[src/rtl/iref_pwr_seq.sv]
// ---------------------------------------------------------------------------
// iref_pwr_seq
//   Power-up / calibration sequencer for the current reference and one
//   downstream analog consumer gated on it.
//   OFF -> SETTLE -> CAL -> BLK -> ACTIVE. A timeout or a loss of ready sends
//   the sequencer to a sticky FAULT. Dropping EN powers down in order:
//   consumer first, then the reference one cycle later.
//
//   Optional feature macro: IREF_PWR_SEQ_RETRY_EN
//     Defined   : a CAL/BLK timeout retries the sequence (via PWRDN/OFF) up to
//                 MAX_RETRY times before FAULT.
//     Undefined : any timeout goes straight to FAULT. No retry counter.
//
// Ports
//   i_clk       system clock, rising edge (5 MHz nominal)
//   i_rst_n     asynchronous active-low reset
//   i_en        power request (level)
//   i_rdy_iref  reference ready (synchronous)
//   i_rdy_blk   consumer ready (synchronous)
//   o_pu_iref   reference power-up
//   o_cal_iref  reference calibration enable
//   o_pu_blk    consumer power-up
//   o_sys_rdy   sequence complete
//   o_fault     sticky fault flag
//   o_state     current state encoding (debug)
// ---------------------------------------------------------------------------
module iref_pwr_seq #(
    parameter int T_SETTLE_CYC = 5,
    parameter int IREF_TO_CYC  = 64,
    parameter int BLK_TO_CYC   = 64,
    parameter int CNT_W        = 8,
    parameter int MAX_RETRY    = 2
) (
    input  logic       i_clk,
    input  logic       i_rst_n,
    input  logic       i_en,
    input  logic       i_rdy_iref,
    input  logic       i_rdy_blk,
    output logic       o_pu_iref,
    output logic       o_cal_iref,
    output logic       o_pu_blk,
    output logic       o_sys_rdy,
    output logic       o_fault,
    output logic [2:0] o_state
);

    typedef enum logic [2:0] {
        S_OFF    = 3'd0,
        S_SETTLE = 3'd1,
        S_CAL    = 3'd2,
        S_BLK    = 3'd3,
        S_ACTIVE = 3'd4,
        S_PWRDN  = 3'd5,
        S_FAULT  = 3'd6
    } state_t;

    state_t             r_state;
    logic [CNT_W-1:0]   r_timer;
    logic               r_pu_iref;
    logic               r_cal_iref;
    logic               r_pu_blk;
    logic               r_sys_rdy;
    logic               r_fault;

    state_t             w_nxt_state;
    logic [CNT_W-1:0]   w_nxt_timer;
    logic [CNT_W-1:0]   w_timer_dec;
    logic               w_timeout;
    state_t             w_to_state;

`ifdef IREF_PWR_SEQ_RETRY_EN
    localparam int RTY_W = (MAX_RETRY < 1) ? 1 : $clog2(MAX_RETRY + 1);
    logic [RTY_W-1:0]   r_retry;
    logic [RTY_W-1:0]   w_nxt_retry;
    logic [RTY_W-1:0]   w_to_retry;

    // Timeout target: retry through PWRDN while budget remains.
    always_comb begin
        if (r_retry < RTY_W'(MAX_RETRY)) begin
            w_to_state = S_PWRDN;
            w_to_retry = r_retry + RTY_W'(1);
        end else begin
            w_to_state = S_FAULT;
            w_to_retry = r_retry;
        end
    end
`else
    assign w_to_state = S_FAULT;
`endif

    // Saturating decrement: the timer never wraps below zero.
    assign w_timer_dec = (r_timer != '0) ? r_timer - CNT_W'(1) : '0;
    assign w_timeout   = (r_timer == CNT_W'(1));

    // Next-state: EN=0 beats ready, ready beats timeout.
    always_comb begin
        w_nxt_state = r_state;
        w_nxt_timer = w_timer_dec;
`ifdef IREF_PWR_SEQ_RETRY_EN
        w_nxt_retry = r_retry;
`endif
        case (r_state)
            S_OFF: begin
                w_nxt_timer = '0;
                if (i_en) begin
                    w_nxt_state = S_SETTLE;
                    w_nxt_timer = CNT_W'(T_SETTLE_CYC);
                end
            end
            S_SETTLE: begin
                if (!i_en) begin
                    w_nxt_state = S_PWRDN;
                    w_nxt_timer = '0;
                end else if (w_timeout) begin
                    w_nxt_state = S_CAL;
                    w_nxt_timer = CNT_W'(IREF_TO_CYC);
                end
            end
            S_CAL: begin
                if (!i_en) begin
                    w_nxt_state = S_PWRDN;
                    w_nxt_timer = '0;
                end else if (i_rdy_iref) begin
                    w_nxt_state = S_BLK;
                    w_nxt_timer = CNT_W'(BLK_TO_CYC);
                end else if (w_timeout) begin
                    w_nxt_state = w_to_state;
                    w_nxt_timer = '0;
`ifdef IREF_PWR_SEQ_RETRY_EN
                    w_nxt_retry = w_to_retry;
`endif
                end
            end
            S_BLK: begin
                if (!i_en) begin
                    w_nxt_state = S_PWRDN;
                    w_nxt_timer = '0;
                end else if (i_rdy_blk) begin
                    w_nxt_state = S_ACTIVE;
                    w_nxt_timer = '0;
`ifdef IREF_PWR_SEQ_RETRY_EN
                    w_nxt_retry = '0;
`endif
                end else if (w_timeout) begin
                    w_nxt_state = w_to_state;
                    w_nxt_timer = '0;
`ifdef IREF_PWR_SEQ_RETRY_EN
                    w_nxt_retry = w_to_retry;
`endif
                end
            end
            S_ACTIVE: begin
                w_nxt_timer = '0;
                if (!i_en)
                    w_nxt_state = S_PWRDN;
                else if (!i_rdy_iref || !i_rdy_blk)
                    w_nxt_state = S_FAULT;
            end
            S_PWRDN: begin
                // Always passes through OFF, even if EN came back.
                w_nxt_state = S_OFF;
                w_nxt_timer = '0;
            end
            S_FAULT: begin
                w_nxt_timer = '0;
                if (!i_en)
                    w_nxt_state = S_OFF;
            end
            default: begin
                w_nxt_state = S_OFF;
                w_nxt_timer = '0;
            end
        endcase
`ifdef IREF_PWR_SEQ_RETRY_EN
        if (!i_en)
            w_nxt_retry = '0;
`endif
    end

    // State, timer and outputs. Outputs are decoded from the next state so
    // they are registered yet change on the same edge as the state.
    always_ff @(posedge i_clk or negedge i_rst_n) begin
        if (!i_rst_n) begin
            r_state    <= S_OFF;
            r_timer    <= '0;
            r_pu_iref  <= 1'b0;
            r_cal_iref <= 1'b0;
            r_pu_blk   <= 1'b0;
            r_sys_rdy  <= 1'b0;
            r_fault    <= 1'b0;
        end else begin
            r_state    <= w_nxt_state;
            r_timer    <= w_nxt_timer;
            r_pu_iref  <= (w_nxt_state == S_SETTLE) || (w_nxt_state == S_CAL) ||
                          (w_nxt_state == S_BLK)    || (w_nxt_state == S_ACTIVE) ||
                          (w_nxt_state == S_PWRDN);
            r_cal_iref <= (w_nxt_state == S_CAL);
            r_pu_blk   <= (w_nxt_state == S_BLK) || (w_nxt_state == S_ACTIVE);
            r_sys_rdy  <= (w_nxt_state == S_ACTIVE);
            r_fault    <= (w_nxt_state == S_FAULT);
        end
    end

`ifdef IREF_PWR_SEQ_RETRY_EN
    always_ff @(posedge i_clk or negedge i_rst_n) begin
        if (!i_rst_n)
            r_retry <= '0;
        else
            r_retry <= w_nxt_retry;
    end
`endif

    assign o_pu_iref  = r_pu_iref;
    assign o_cal_iref = r_cal_iref;
    assign o_pu_blk   = r_pu_blk;
    assign o_sys_rdy  = r_sys_rdy;
    assign o_fault    = r_fault;
    assign o_state    = r_state;

endmodule

[config.mk]
export PLATFORM = sky130hd
export DESIGN_NAME = iref_pwr_seq
export DESIGN_NICKNAME = d
export VERILOG_FILES = /design/src/rtl/iref_pwr_seq.sv
export SDC_FILE = /design/constraint.sdc
export NUM_CORES = 1
export LEC_CHECK = 0
export BUFFER_PORTS_ARGS = -buffer_cell sky130_fd_sc_hd__buf_2
export CORE_MARGIN = 8
export CORE_UTILIZATION = 40
export CTS_BUF_LIST = sky130_fd_sc_hd__clkbuf_2 sky130_fd_sc_hd__clkbuf_4 sky130_fd_sc_hd__clkbuf_8
export DETAILED_ROUTE_END_ITERATION = 6
export HOLD_SLACK_MARGIN = 0.15
export SLEW_MARGIN = 20
export SYNTH_ARGS = -nofsm -noshare
export SYNTH_HDL_FRONTEND = slang
export SYNTH_SLANG_ARGS = --single-unit
[constraint.sdc]
create_clock -name i_clk -period 4.95 [get_ports i_clk]
set_input_delay 0.99 -clock i_clk [delete_from_list [all_inputs] [get_ports i_clk]]
set_output_delay 0.99 -clock i_clk [all_outputs]
set_load 0.005 [all_outputs]
## Word-level counts from Yosys, hierarchy flattened

Index checks and enable logic that the tools add are counted.

- Add/subtract/negate cells: 1
- Equality and inequality tests: 12
- Mux-type cells: 22
- Reductions and logical operators: 10

Operators with widths:

| kind | number |
|---|---|
| $mux 8 | 8 |
| $mux 3 | 12 |
| $pmux 8 s4 | 1 |
| $pmux 3 s6 | 1 |
| $eq 3x3->1 const B | 5 |
| $eq 3x2->1 const B | 4 |
| $eq 8x1->1 const B | 1 |
| $reduce_bool 8->1 | 1 |
| $sub 8x1->8 const B | 1 |
| $eq 3x1->1 const B | 2 |
| $logic_or 1x1->1 | 6 |
| $logic_not 3->1 | 1 |
| $logic_not 1->1 | 2 |

- Register bits: 16
- Output and inout port bits: 8

## Longest topological paths before layout

- Depth in word-level cells: 10
- Mapped depth: 7
- Mapped depth without buffers: 7

## Worst setup path after synthesis

Ideal clock, no wire load.

- Kind: input to register
- Start point: input port i_en
- End point: register r_pu_iref (netlist: o_pu_iref)
- Arrival time: 2.051 ns
- Required time: 4.825 ns
- Path slack: 2.774 ns
- Stages: 5
- Path buffers: 0
- Path through: nor2_1 -> mux2_2 -> a211o_1 -> or2_1 -> mux2_4

- Cells in the longest elaborated chain, start to end: 7

Ends and longest elaborated chain:

| element | line | text |
|---|---|---|
| start: declaration | 36 | `input logic i_en,` |
| $mux 3, or another cell as far along | 166 | `if (!i_en)` |
| $pmux 3 s6 (*) | 102 | `case (r_state)` |
| named net w_nxt_state[0] | 65 | `state_t w_nxt_state;` |
| $eq 3x1->1 / $eq 3x2->1 (equally long branches) | 194 | `r_pu_iref <= (w_nxt_state == S_SETTLE) \|\| (w_nxt_state == S_CAL) \|\|` |
| $logic_or 1x1->1 (2 in a row) | 194 |  |
| $logic_or 1x1->1 | 195 | `(w_nxt_state == S_BLK) \|\| (w_nxt_state == S_ACTIVE) \|\|` |
| $logic_or 1x1->1 (*) | 195 |  |
| end signal: assignment | 194 |  |
| end: declaration | 59 | `logic r_pu_iref;` |

The timed path passes the listed nets; every way through them passes the cells marked *.

## Worst setup path after layout

- Start point: register r_timer[1]
- End point: register r_pu_iref (netlist: o_pu_iref)

- Cells in the longest elaborated chain, start to end: 10

Ends and longest elaborated chain:

| element | line | text |
|---|---|---|
| start: declaration | 58 | `logic [CNT_W-1:0] r_timer;` |
| start signal: assignment | 193 | `r_timer <= w_nxt_timer;` |
| $eq 8x1->1 (*) | 93 | `assign w_timeout = (r_timer == CNT_W'(1));` |
| $mux 3 | 126, 144 |  |
| $mux 3 (on tied branches) | 138, 123 |  |
| $mux 3 (on tied branches) | 135, 120 |  |
| $pmux 3 s6 (*) | 102 |  |
| $eq 3x1->1 / $eq 3x2->1 (equally long branches) | 194 |  |
| $logic_or 1x1->1 (2 in a row) | 194 |  |
| $logic_or 1x1->1 | 195 |  |
| $logic_or 1x1->1 (*) | 195 |  |

Mark *: on every way between the ends. The rest lies on a longest branch, timed or not.

==> results.py <==
metrics = {
    "routing": {
        "dr.pass1.iters": 4,
        "avgRoutedWirePerCell_microns": 13.1,
        "wl_microns": 1740,
        "drt_iter0_markers": 29,
        "vias": 679,
        "vias_per_cell": 5.11,
        "drc_errors": 0,
        "drtAntennaViolNets": 0,
    },
    "logic_synthesis": {
        "synth_warnings": 0,
        "syn_area_per_cell_sq_um": 9.71,
        "syn_nets": 100,
        "yosys.area.top_type_share_pct": 44.8,
        "ys_ff_latch": 16,
        "synth_cells": 92,
        "synth-compound-area-share_pct": 13.2,
        "synth_xor_area_share_pct": 6.86,
        "synth_commonest_cells": "dfrtp_1 (16), nor2_1 (14), nand2_1 (9)",
        "async_flop_share_pct": 100,
        "muxShareOfSynthArea_pct": 2.94,
        "synth_top_family_by_area": "simple AND/OR/NAND/NOR gates",
        "yosysMostFrequentCell": "dfrtp_1",
        "synth_cell_type_count": 34,
        "synth_top_area_cell": "dfrtp_1",
        "yosys.area_share.simple_pct": 23.0,
        "synth-edff-count": 0,
        "synthAdderAreaFrac_pct": 4.20,
        "synth_top_flop_cell": "dfrtp_1",
        "ys_seq_area_share_pct": 44.8,
        "synth_area_sq_um": 893,
        "synth.area.top_cells": "dfrtp_1 (45%), nor2_1 (5.9%), ha_1 (4.2%)",
    },
    "grt": {
        "grt_overflow": 0,
        "track_usage_pct": 9.35,
        "grt_pass1_wl_microns": 3040,
        "grt_start_max_net_pins": 17,
        "grt_pass1_vias": 646,
        "antenna_found_initial": 0,
    },
    "cells_and_area": {
        "finalNetCount": 114,
        "final_layout_size_suffix_gt1_share_pct": 20.0,
        "syn_to_final_growth_pct": 11.8,
        "antenna_cells_inserted": 0,
        "nFillCells": 215,
    },
    "placed_design": {
        "portBuffers": 12,
        "dpl_worst_slack_ns": 2.54,
        "dp_hpwl_microns": 1280,
        "gp_congestion": 0.812,
    },
    "floorplan": {
        "floorplan.die_area_sq_mm": 0.00400,
        "core_area_sq_mm": 0.00217,
        "row_count": 17,
        "die_h_microns": 63.3,
        "die_x_microns": 63.3,
        "start_util_pct": 41.2,
        "ios": 13,
    },
    "worst_hold_path": {
        "whs_path_depth": 1,
        "hold_end": "r_timer[0]",
        "hp-class": "register to register",
        "worstHoldStart": "r_timer[0]",
    },
    "cts": {
        "cts_resized": 0,
        "post-cts-setup-buffers": 0,
        "cts_tree": "yes",
        "clk_latency_ns": 0.29,
        "root_buffer": "clkbuf_4",
        "htree_levels": 1,
        "cts_inserted_buffers": 3,
        "clock_sinks": 16,
        "clockBufferDepth": 2,
        "clk_pin_slew_ns": 0.09,
        "cts_hold_buf": 0,
    },
    "critical_path": {
        "r2r_end": "o_pu_iref",
        "cp.arrival_ns": 2.32,
        "cp_max_fo": 6,
        "r2r_setup_slack_ns": 2.81,
        "reg2reg_from": "r_timer[1]",
        "cp-end-kind": "register",
        "crit_type": "register to register",
        "reg2reg_depth": 7,
        "crit_required_ns": 5.13,
        "start_kind": "register",
    },
    "timing": {
        "finalClockSkew_ns": 0.00740,
        "setup_viol": 0,
        "fin_hold_ws_ns": 0.551,
        "tns_ns": 0,
        "relSlewSlack_pct": 70.9,
        "slew_violations": 0,
        "fmax_mhz": 468,
        "finalCritPeriodShare_pct": 43.2,
        "worstMarginPinSlew_ns": 0.432,
        "hold_viol_final": 0,
        "period_minus_slack_ns": 2.14,
        "layout_setup_ws_ns": 2.81,
        "rsz0062_at_grt": "false",
    },
    "pwr": {
        "sw_frac_of_total_pct": 42.5,
        "p_int_uw": 397,
        "peakVddDrop_v": 0.000302,
        "power_density_mw_per_mm2": 691,
        "power.switching_uw": 293,
        "sequentialPowerShare_pct": 34.9,
        "p_leak_uw": 0.000486,
        "p_clk_share_pct": 12.7,
        "combinationalPowerShare_pct": 52.4,
    },
    "flow_run": {
        "drv_cap": 0,
    },
    "outcome": {
        "status": "completed",
    },
}
-- registers in the layout, summed over array words and instances (netlist names) --
name        count
r_timer         8
o_state         3
o_cal_iref      1
o_fault         1
o_pu_blk        1
o_pu_iref       1
o_sys_rdy       1
-- worst max path at each step --
stage / end / slack (ns) / from / cells past startpoint
after floorplan: o_pu_iref / 2.77 / i_en / 5
after global placement: o_pu_iref / 2.59 / i_en / 6
after detailed placement: o_pu_iref / 2.54 / i_en / 6
after CTS: o_pu_iref / 2.85 / i_en / 6
after global routing: o_pu_iref / 2.67 / r_timer[1] / 7
final: o_pu_iref / 2.81 / r_timer[1] / 7
-- power groups by stage --
| stage | Clock, uW | Sequential, uW | Combinational [uW] |
|---|---|---|---|
| finish | 87.8 | 241 | 362 |
| global route | 97.2 | 248 | 404 |
| CTS | 90.3 | 241 | 364 |
| detailed placement | 0 | 243 | 360 |
| global placement | 0 | 242 | 360 |
| floorplan | 0 | 219 | 316 |
-- logic make-up (layout without fill, tap and decap cells) --
family	Yosys count	in the layout
AO/OA/AOI/OAI	17	17
XOR/XNOR	7	7
adder cells (fa/ha/maj)	3	3
buffers and inverters	8	21
flip-flops	16	16
multiplexers	2	2
AND/OR/NAND/NOR	39	39
-- placed cells by master, fill, tap and decap left out --
cell / netlist / layout
dfrtp_1: 16 / 16
nor2_1: 14 / 14
buf_2: 0 / 12
nand2_1: 9 / 9
inv_1: 5 / 5
o21ai_0: 4 / 4
xor2_1: 4 / 4
xnor2_1: 3 / 3
ha_1: 3 / 3
clkbuf_4: 0 / 3
a21oi_1: 2 / 2
and2b_1: 2 / 2
nor3b_1: 2 / 2
nor2b_1: 2 / 2
o211ai_1: 2 / 2
a31oi_1: 2 / 2
nand3_1: 2 / 2
nor4_4: 1 / 1
nand4_1: 1 / 1
mux2_2: 1 / 1
a21bo_2: 1 / 1
a211oi_1: 1 / 1
a211o_1: 1 / 1
nand2b_1: 1 / 1
a22oi_1: 1 / 1
nor4b_1: 1 / 1
a211oi_2: 1 / 1
nor4_1: 1 / 1
nor3_1: 1 / 1
or3_1: 1 / 1
a41oi_1: 1 / 1
or2_1: 1 / 1
mux2_4: 1 / 1
o21ai_1: 1 / 1
clkbuf_8: 0 / 1
-- per-layer routing --
metal / track usage, % / vias up / share of wire, %
li1: - / 340 / -
met5: 0 / - / 0
met1: 11.2 / 311 / 46
met2: 14.3 / 24 / 46
met3: 3.71 / 4 / 6.7
met4: 4.18 / 0 / 1.1
-- stage by stage --
step	instance area (sq um)	total power, uW	instances	util, %
CTS	998	695	133	46.0
finish	998	690	133	46.0
global placement	962	602	129	44.3
detailed placement	962	603	129	44.3
global route	998	749	133	46.0
floorplan	893	536	92	-
-- critical path, cell delays in order, from the launching register on --
cell and delay (ns):
dfrtp_1 0.39, inv_1 0.10, ha_1 0.18, nor3b_1 0.38
a22oi_1 0.16, nor4b_1 0.38, a211oi_2 0.13, mux2_4 0.31
-- final cells by class --
class	count	area (sq um)	share of cell area, %
multi-input combinational	68	448	44.9
inverter	5	18.8	1.88
timing repair buffer	12	60.1	6.02
clock buffer	4	36.3	3.63
tap	28	35.0	3.51
sequential	16	400	40.1
Note: power is estimated with default switching activity, not from simulation.
